$ cat src/rtl/dmem_pkg.sv
// Shared definitions for the pipelined-core data memory: state encoding,
// init-content selectors and the read-latency legality check.
package dmem_pkg;

    typedef enum logic {
        ST_INIT = 1'b0,
        ST_RUN  = 1'b1
    } state_t;

    localparam int INIT_ZERO  = 0;
    localparam int INIT_IDENT = 1;

    function automatic bit read_lat_ok(input int lat);
        return (lat == 1) || (lat == 2);
    endfunction

endpackage

$ cat src/rtl/dmem_read_pipe.sv
// Read response chain: LAT stages of valid/data registers.
// Data stages only load on a valid beat, so the output holds between responses.
module dmem_read_pipe #(
    parameter int DATA_W = 8,
    parameter int LAT    = 1
) (
    input  logic              clk,
    input  logic              rst_n,
    input  logic              in_valid,
    input  logic [DATA_W-1:0] in_data,
    output logic              out_valid,
    output logic [DATA_W-1:0] out_data
);

    genvar gi;
    generate
        for (gi = 0; gi < LAT; gi++) begin : g_stage
            logic              valid_reg;
            logic [DATA_W-1:0] data_reg;
            logic              stage_valid;
            logic [DATA_W-1:0] stage_data;

            if (gi == 0) begin : g_first
                assign stage_valid = in_valid;
                assign stage_data  = in_data;
            end else begin : g_next
                assign stage_valid = g_stage[gi-1].valid_reg;
                assign stage_data  = g_stage[gi-1].data_reg;
            end

            always_ff @(posedge clk or negedge rst_n) begin
                if (!rst_n) begin
                    valid_reg <= 1'b0;
                    data_reg  <= '0;
                end else begin
                    valid_reg <= stage_valid;
                    if (stage_valid) begin
                        data_reg <= stage_data;
                    end
                end
            end
        end
    endgenerate

    assign out_valid = g_stage[LAT-1].valid_reg;
    assign out_data  = g_stage[LAT-1].data_reg;

endmodule

$ cat src/rtl/data_memory_pipe.sv
// Parametrised data memory between EX/MEM and MEM/WB: init sweep after reset,
// valid/ready requests, 1- or 2-cycle reads, out-of-range flagging, debug tap.
module data_memory_pipe
    import dmem_pkg::*;
#(
    parameter int DATA_W    = 8,
    parameter int ADDR_W    = 8,
    parameter int DEPTH     = 256,
    parameter int READ_LAT  = 1,
    parameter int INIT_MODE = 1,
    parameter int DBG_ADDR  = 10
) (
    input  logic              CLK,
    input  logic              RST_N,
    input  logic              req_valid,
    output logic              req_ready,
    input  logic              req_write,
    input  logic [ADDR_W-1:0] req_addr,
    input  logic [DATA_W-1:0] req_wdata,
    output logic              rsp_valid,
    output logic [DATA_W-1:0] rsp_data,
    output logic              addr_err,
    output logic              init_done,
    output logic [DATA_W-1:0] dbg_data
);

    localparam int              IDX_W   = (DEPTH > 1) ? $clog2(DEPTH) : 1;
    localparam logic [ADDR_W:0] DEPTH_C = (ADDR_W + 1)'(DEPTH);
    localparam logic [ADDR_W:0] LAST_C  = (ADDR_W + 1)'(DEPTH - 1);
    localparam logic [IDX_W-1:0] DBG_IDX = IDX_W'(DBG_ADDR);

    generate
        if (!read_lat_ok(READ_LAT)) begin : g_bad_lat
            $error("data_memory_pipe: READ_LAT must be 1 or 2");
        end
        if (DEPTH < 2 || DEPTH > (2 ** ADDR_W)) begin : g_bad_depth
            $error("data_memory_pipe: DEPTH out of range for ADDR_W");
        end
        if (DBG_ADDR < 0 || DBG_ADDR >= DEPTH) begin : g_bad_dbg
            $error("data_memory_pipe: DBG_ADDR must be below DEPTH");
        end
    endgenerate

    state_t            state_reg;
    logic [ADDR_W:0]   cnt_reg;
    logic              ready_reg;
    logic              done_reg;
    logic              err_reg;

    logic [DATA_W-1:0] mem [DEPTH];

    logic              accept;
    logic              in_range;
    logic [IDX_W-1:0]  req_idx;
    logic [IDX_W-1:0]  init_idx;
    logic [DATA_W-1:0] init_val;
    logic [DATA_W-1:0] rd_data;

    assign accept   = req_valid && ready_reg;
    assign in_range = ({1'b0, req_addr} < DEPTH_C);
    assign req_idx  = IDX_W'(req_addr);
    assign init_idx = IDX_W'(cnt_reg);
    assign init_val = (INIT_MODE == INIT_IDENT) ? DATA_W'(cnt_reg) : '0;

    // cnt_reg is one bit wider than the address so DEPTH = 2**ADDR_W still reaches LAST_C cleanly.
    always_ff @(posedge CLK or negedge RST_N) begin
        if (!RST_N) begin
            state_reg <= ST_INIT;
            cnt_reg   <= '0;
            ready_reg <= 1'b0;
            done_reg  <= 1'b0;
        end else begin
            case (state_reg)
                ST_INIT: begin
                    cnt_reg <= cnt_reg + 1'b1;
                    if (cnt_reg == LAST_C) begin
                        state_reg <= ST_RUN;
                        ready_reg <= 1'b1;
                        done_reg  <= 1'b1;
                    end
                end
                ST_RUN: begin
                    ready_reg <= 1'b1;
                    done_reg  <= 1'b1;
                end
                default: begin
                    state_reg <= ST_INIT;
                    cnt_reg   <= '0;
                    ready_reg <= 1'b0;
                    done_reg  <= 1'b0;
                end
            endcase
        end
    end

    always_ff @(posedge CLK or negedge RST_N) begin
        if (!RST_N) begin
            err_reg <= 1'b0;
        end else begin
            err_reg <= accept && !in_range;
        end
    end

    // The array has no reset; the sweep is what gives it defined contents.
    always_ff @(posedge CLK) begin
        if (state_reg == ST_INIT) begin
            mem[init_idx] <= init_val;
        end else if (accept && req_write && in_range) begin
            mem[req_idx] <= req_wdata;
        end
    end

    assign rd_data = in_range ? mem[req_idx] : '0;

    dmem_read_pipe #(
        .DATA_W (DATA_W),
        .LAT    (READ_LAT)
    ) u_read_pipe (
        .clk       (CLK),
        .rst_n     (RST_N),
        .in_valid  (accept && !req_write),
        .in_data   (rd_data),
        .out_valid (rsp_valid),
        .out_data  (rsp_data)
    );

    assign req_ready = ready_reg;
    assign init_done = done_reg;
    assign addr_err  = err_reg;
    assign dbg_data  = mem[DBG_IDX];

endmodule

$ cat config.mk
export PLATFORM = sky130hd
export DESIGN_NAME = data_memory_pipe
export DESIGN_NICKNAME = d
export VERILOG_FILES = /design/src/rtl/dmem_pkg.sv /design/src/rtl/dmem_read_pipe.sv /design/src/rtl/data_memory_pipe.sv
export SDC_FILE = /design/constraint.sdc
export NUM_CORES = 2
export LEC_CHECK = 0
export BUFFER_PORTS_ARGS = -buffer_cell sky130_fd_sc_hd__buf_2
export CAP_MARGIN = 20
export CORE_ASPECT_RATIO = 0.6
export CORE_MARGIN = 2
export CORE_UTILIZATION = 35
export CTS_CLUSTER_SIZE = 30
export DETAILED_ROUTE_END_ITERATION = 7
export HOLD_SLACK_MARGIN = 0.02
export SLEW_MARGIN = 0
export SYNTH_ARGS = -nofsm -noshare
export SYNTH_HDL_FRONTEND = slang
export SYNTH_SLANG_ARGS = --single-unit
$ cat constraint.sdc
create_clock -name CLK -period 7.44 [get_ports CLK]
set_input_delay 1.488 -clock CLK [delete_from_list [all_inputs] [get_ports CLK]]
set_output_delay 1.488 -clock CLK [all_outputs]
set_load 0.02 [all_outputs]
* Word-level counts from Yosys, hierarchy flattened
Memories as Yosys holds them, arrays and structs flattened. A register that Yosys moved wholly into a read port is not among the register bits.
Cells that the tools add are included.
** Cells by class
- Add/subtract/negate cells :: 1
- Equality and inequality tests :: 2
- Mux-type cells :: 11
- Bitwise gates (word level) :: 1
- Reduce and logical (&&, ||, !) cells :: 6
** Operator list (count)
- $mux 8 :: 2
- $add 9x1->9 const B :: 1
- $eq 9x8->1 const B :: 1
- $mux 1 :: 8
- $reduce_or 8->1 :: 1
- $logic_and 1x1->1 :: 3
- $logic_not 1->1 :: 2
- $ne 2x2->1 const B :: 1
- $pmux 1 s2 :: 1
- $not 1->1 :: 1
** Word-level totals
- Bits in registers :: 12
- Memory bits (writable) :: 2048
- Input bits :: 20
- Output and inout bits :: 20
- Memories kept :: 1
** Memories
- mem :: words 256, bits a word 8, read ports 2, clocked after Yosys merged registers in 1, write ports 1, RTL line data_memory_pipe.sv:50 : logic [DATA_W-1:0] mem [DEPTH];

* Depth between registers and ports, before layout
- Word-level depth :: 7
- Depth in mapped cells :: 13
- Gate-level depth less buffers :: 8

* By module
A second synthesis with hierarchy kept.
** Second synthesis, totals
- Cells, all modules :: 3828
- Area, all modules :: 80689.9 sq um
** Modules (own cells, without submodules)
- data_memory_pipe :: times used 1, cells each 3810, area an instance 80333.3 sq um
- dmem_read_pipe :: times used 1, cells each 18, area an instance 356.6 sq um

* Least setup slack after synthesis
Ideal clock, no wire load.
- Kind :: in2reg
- From :: input req_write
- To :: memory mem[0][4] (data pin)
- Data arrival time :: 5.251 ns
- Data required time :: 6.616 ns
- Path slack :: 1.365 ns
- Cell stages on the path :: 5
- Buffers on the path :: 2
- Path through :: nand4_1 clkbuf_1 clkbuf_1 nand2_1 nand2_1
** On the way
- Word-level cells in the longest chain between the ends :: 6
** Ends and longest elaborated chain
- start: declaration :: RTL line data_memory_pipe.sv:17 : input logic req_write,
- $logic_and 1x1->1 :: RTL line data_memory_pipe.sv:108 : end else if (accept && req_write && in_range) begin
- $mux 1 :: RTL line data_memory_pipe.sv:108
- $mux 1 :: RTL line data_memory_pipe.sv:106 : if (state_reg == ST_INIT) begin
- $mux 1 (implied by the code) :: RTL line data_memory_pipe.sv:109 : mem[req_idx] <= req_wdata;
- $reduce_or 8->1 (no line)
- $mux 8 (no line)
- end: declaration :: RTL line data_memory_pipe.sv:50
No other way between the ends.

==> impl_metrics.ini <==
[run_status]
outcome = finished clean

[timing]
final.period_utilization_pct = 68.8
finalSetupViolCount = 0
hold_viol = 0
relSlewSlack_pct = 13.1
clock_skew_ps = 74.0
rsz0062_at_grt = no
drv_slew = 0
worst_slew_pin_slew_ps = 1290
fin_setup_tns_ps = 0
timing.fmax_mhz = 195
setup_slack_ps = 2320
period_needed_ps = 5120

[global_routing]
grt_first_pass_wirelength_um = 305000
grt_use_met1_pct = 29.4
use_met3_pct = 5.83
antenna_found_initial = 18
grt.total_usage_pct = 18.1
top_usage_layer = met1
use_met2_pct = 23.1
grt_pass1_vias = 39000
grt_max_degree = 201
grt_overflow = 0

[drt]
via_count = 41000
drt_iter0_markers = 6553
first_pass_iters = 8
drc_errors = 0
wirelength_um = 216000
ant_nets = 0
drt-vias-per-instance = 5.70
post_drt_wl_per_cell_um = 29.9

[synthesis]
synth_top_cell_area_share_pct = 76.0
synth_area_um2 = 80900
ys.flop_type = edfxtp_1
yosysWarnings = 0
seq_area_frac_synth_pct = 76.6
yosys-top-cells-area = edfxtp_1 76%, mux4_2 11%, mux2i_1 3.8%
syn-num-nets = 3984
synth_top_area_cell = edfxtp_1
synth_async_sr_flop_share_pct = 0.967
synth_cells = 3962
synth-seq-cells = 2068
synthMostInstantiatedCell = edfxtp_1
avgSynthCellArea_um2 = 20.4
synth.distinct_cells = 56
synth_edf_count = 2048
synth_common_cells = 2,048 x edfxtp_1, 399 x mux4_2, 306 x mux2i_1

[finish]
postLayoutCellArea_um2 = 90000
largest_reg_flops = 2048
fillers = 20300
drive_above_1_share_pct = 19.4
utilization_pct = 39.2
area_growth_pct = 11.2
nets = 4054

[power]
p_leak_nw = 25.0
power_density_nw_per_um2 = 248
peakVddDrop_uv = 161

[place]
portBuffers = 38
place_congestion = 0.869
hpwl_um = 133000
pre_cts_slack_ps = 1660
placedInstanceArea_um2 = 84300

[floorplan]
coreArea_um2 = 229000
dieArea_um2 = 235000
die_w_um = 625
core.rowCount = 136
initial_core_util_pct = 35.3
die_y_um = 376
pin_count = 40

[worst_setup_path]
path_cells = buf_8 > buf_12 > buf_4 > buf_4 > mux2i_1 > a22oi_1 > nand4_1 > o31ai_1 > nand4_1 > nand3_1
startpoint_type = input port
slowest_delay_ps = 680
crit_family = buffers and inverters
required_ps = 8180
crit_fanout = 60
crit_buf_inv = 4
path_class = input port to flop
end_kind = flop
cp_data_arrival_time_ps = 5860
slowest_stage = buf_4

[worst_hold_path]
hp-class = flop to flop

[clock_tree]
cts.path.max_buffers = 4
clock-sinks = 2068
clock_latency_ps = 830
holdBufCountCts = 0
clkTransAtPathRegs_ps = 70
cts_htree_levels = 4
cts_setup_buffers = 0
cts_root_buffer = clkbuf_16
cts_tree = built
post_cts_resized = 0
cts_buffers = 183

[flow_run]
max_cap_viol_count = 0
-- per-stage QoR --
stage | cells | power [W] | hold WS, ps
final | 7202 | 0.0224 | 509
after global routing | 7199 | 0.0230 | 540
after CTS | 7187 | 0.0225 | 506
after detailed placement | 6872 | 0.0134 | 490
after global placement | 6869 | 0.0134 | 466
after floorplan | 3962 | 0.0132 | 453
-- placed cells by master, fill, tap and decap left out, types with 8 or more instances in the layout --
cell,instances
nand2b_1,15
o21ai_0,21
nor3_1,32
o22a_1,8
mux4_2,399
clkbuf_1,32
dfrtp_1,20
nand3_1,20
nand2_1,88
a22oi_1,73
nor2_1,270
buf_2,36
bufinv_16,12
or3_1,13
o221ai_1,78
buf_4,66
nand2_4,8
clkinv_2,31
nand4_1,26
clkinv_1,43
a21oi_1,47
edfxtp_1,2048
nand3_2,11
o31ai_1,17
a221oi_1,8
nor2b_1,28
buf_12,16
clkbuf_16,185
o22ai_1,72
nand3b_1,10
a211oi_1,21
mux2i_1,306
-- cell families (layout without fill, tap and decap cells) --
family,after synthesis,after routing,share of synthesized area (%)
DFF,2068,2068,76.6
muxes,707,707,14.9
and+or+nand+nor,557,557,3.18
AOI/OAI and AO/OA,372,372,3.31
buffers and inverters,248,448,1.88
xor gates and xnor gates,7,7,0.0758
adders and majority gates,2,2,0.0309
other,1,5,0.00463
-- layer usage --
layer	up-vias	part of all wire, %	wire, µm
li1	16600	-	-
met1	21800	46	98600
met2	2372	39	85000
met3	321	13	27900
met4	4	2.0	4260
met5	-	0.013	27
-- power by group --
group	total [W]	switching [W]	internal, W	leakage (nW)
sequential	0.0126	0	0.0126	16.4
combinational	0.000545	0.000356	0.000189	5.84
clock	0.00922	0.00424	0.00498	2.72
-- final timing paths --
kind / start / to / slack, ps / cells past startpoint
max in group asynchronous: RST_N / u_read_pipe.out_data[4] / 6260 / 1
worst min register to register: cnt_reg[8] / cnt_reg[8] / 510 / 2
worst min-delay path: cnt_reg[8] / cnt_reg[8] / 510 / 2
worst max register to register: state_reg / mem[163][7] / 3300 / 7
min in group asynchronous: RST_N / init_done / 700 / 1
worst max-delay path: req_addr[0] / u_read_pipe.out_data[4] / 2320 / 10
-- worst register-to-register path: cells and delay by family, from the launching register on --
family / cells / cell delay (ps)
and+or+nand+nor: 4 / 2480
DFF: 1 / 530
buffers and inverters: 2 / 400
AOI/OAI and AO/OA: 1 / 330
-- layout make-up --
type                    count  area (µm²)  area share (%)
flip-flops and latches   2068       62000            68.9
diodes                      4        10.0          0.0111
well taps                3036        3800            4.22
clock inverters            96         762           0.847
multi-input cells        1646       17500            19.5
clock buffers             219        4780            5.31
inverters                   6        22.5          0.0250
repair buffers            127        1090            1.21
Power figures use the tool's default switching activity.
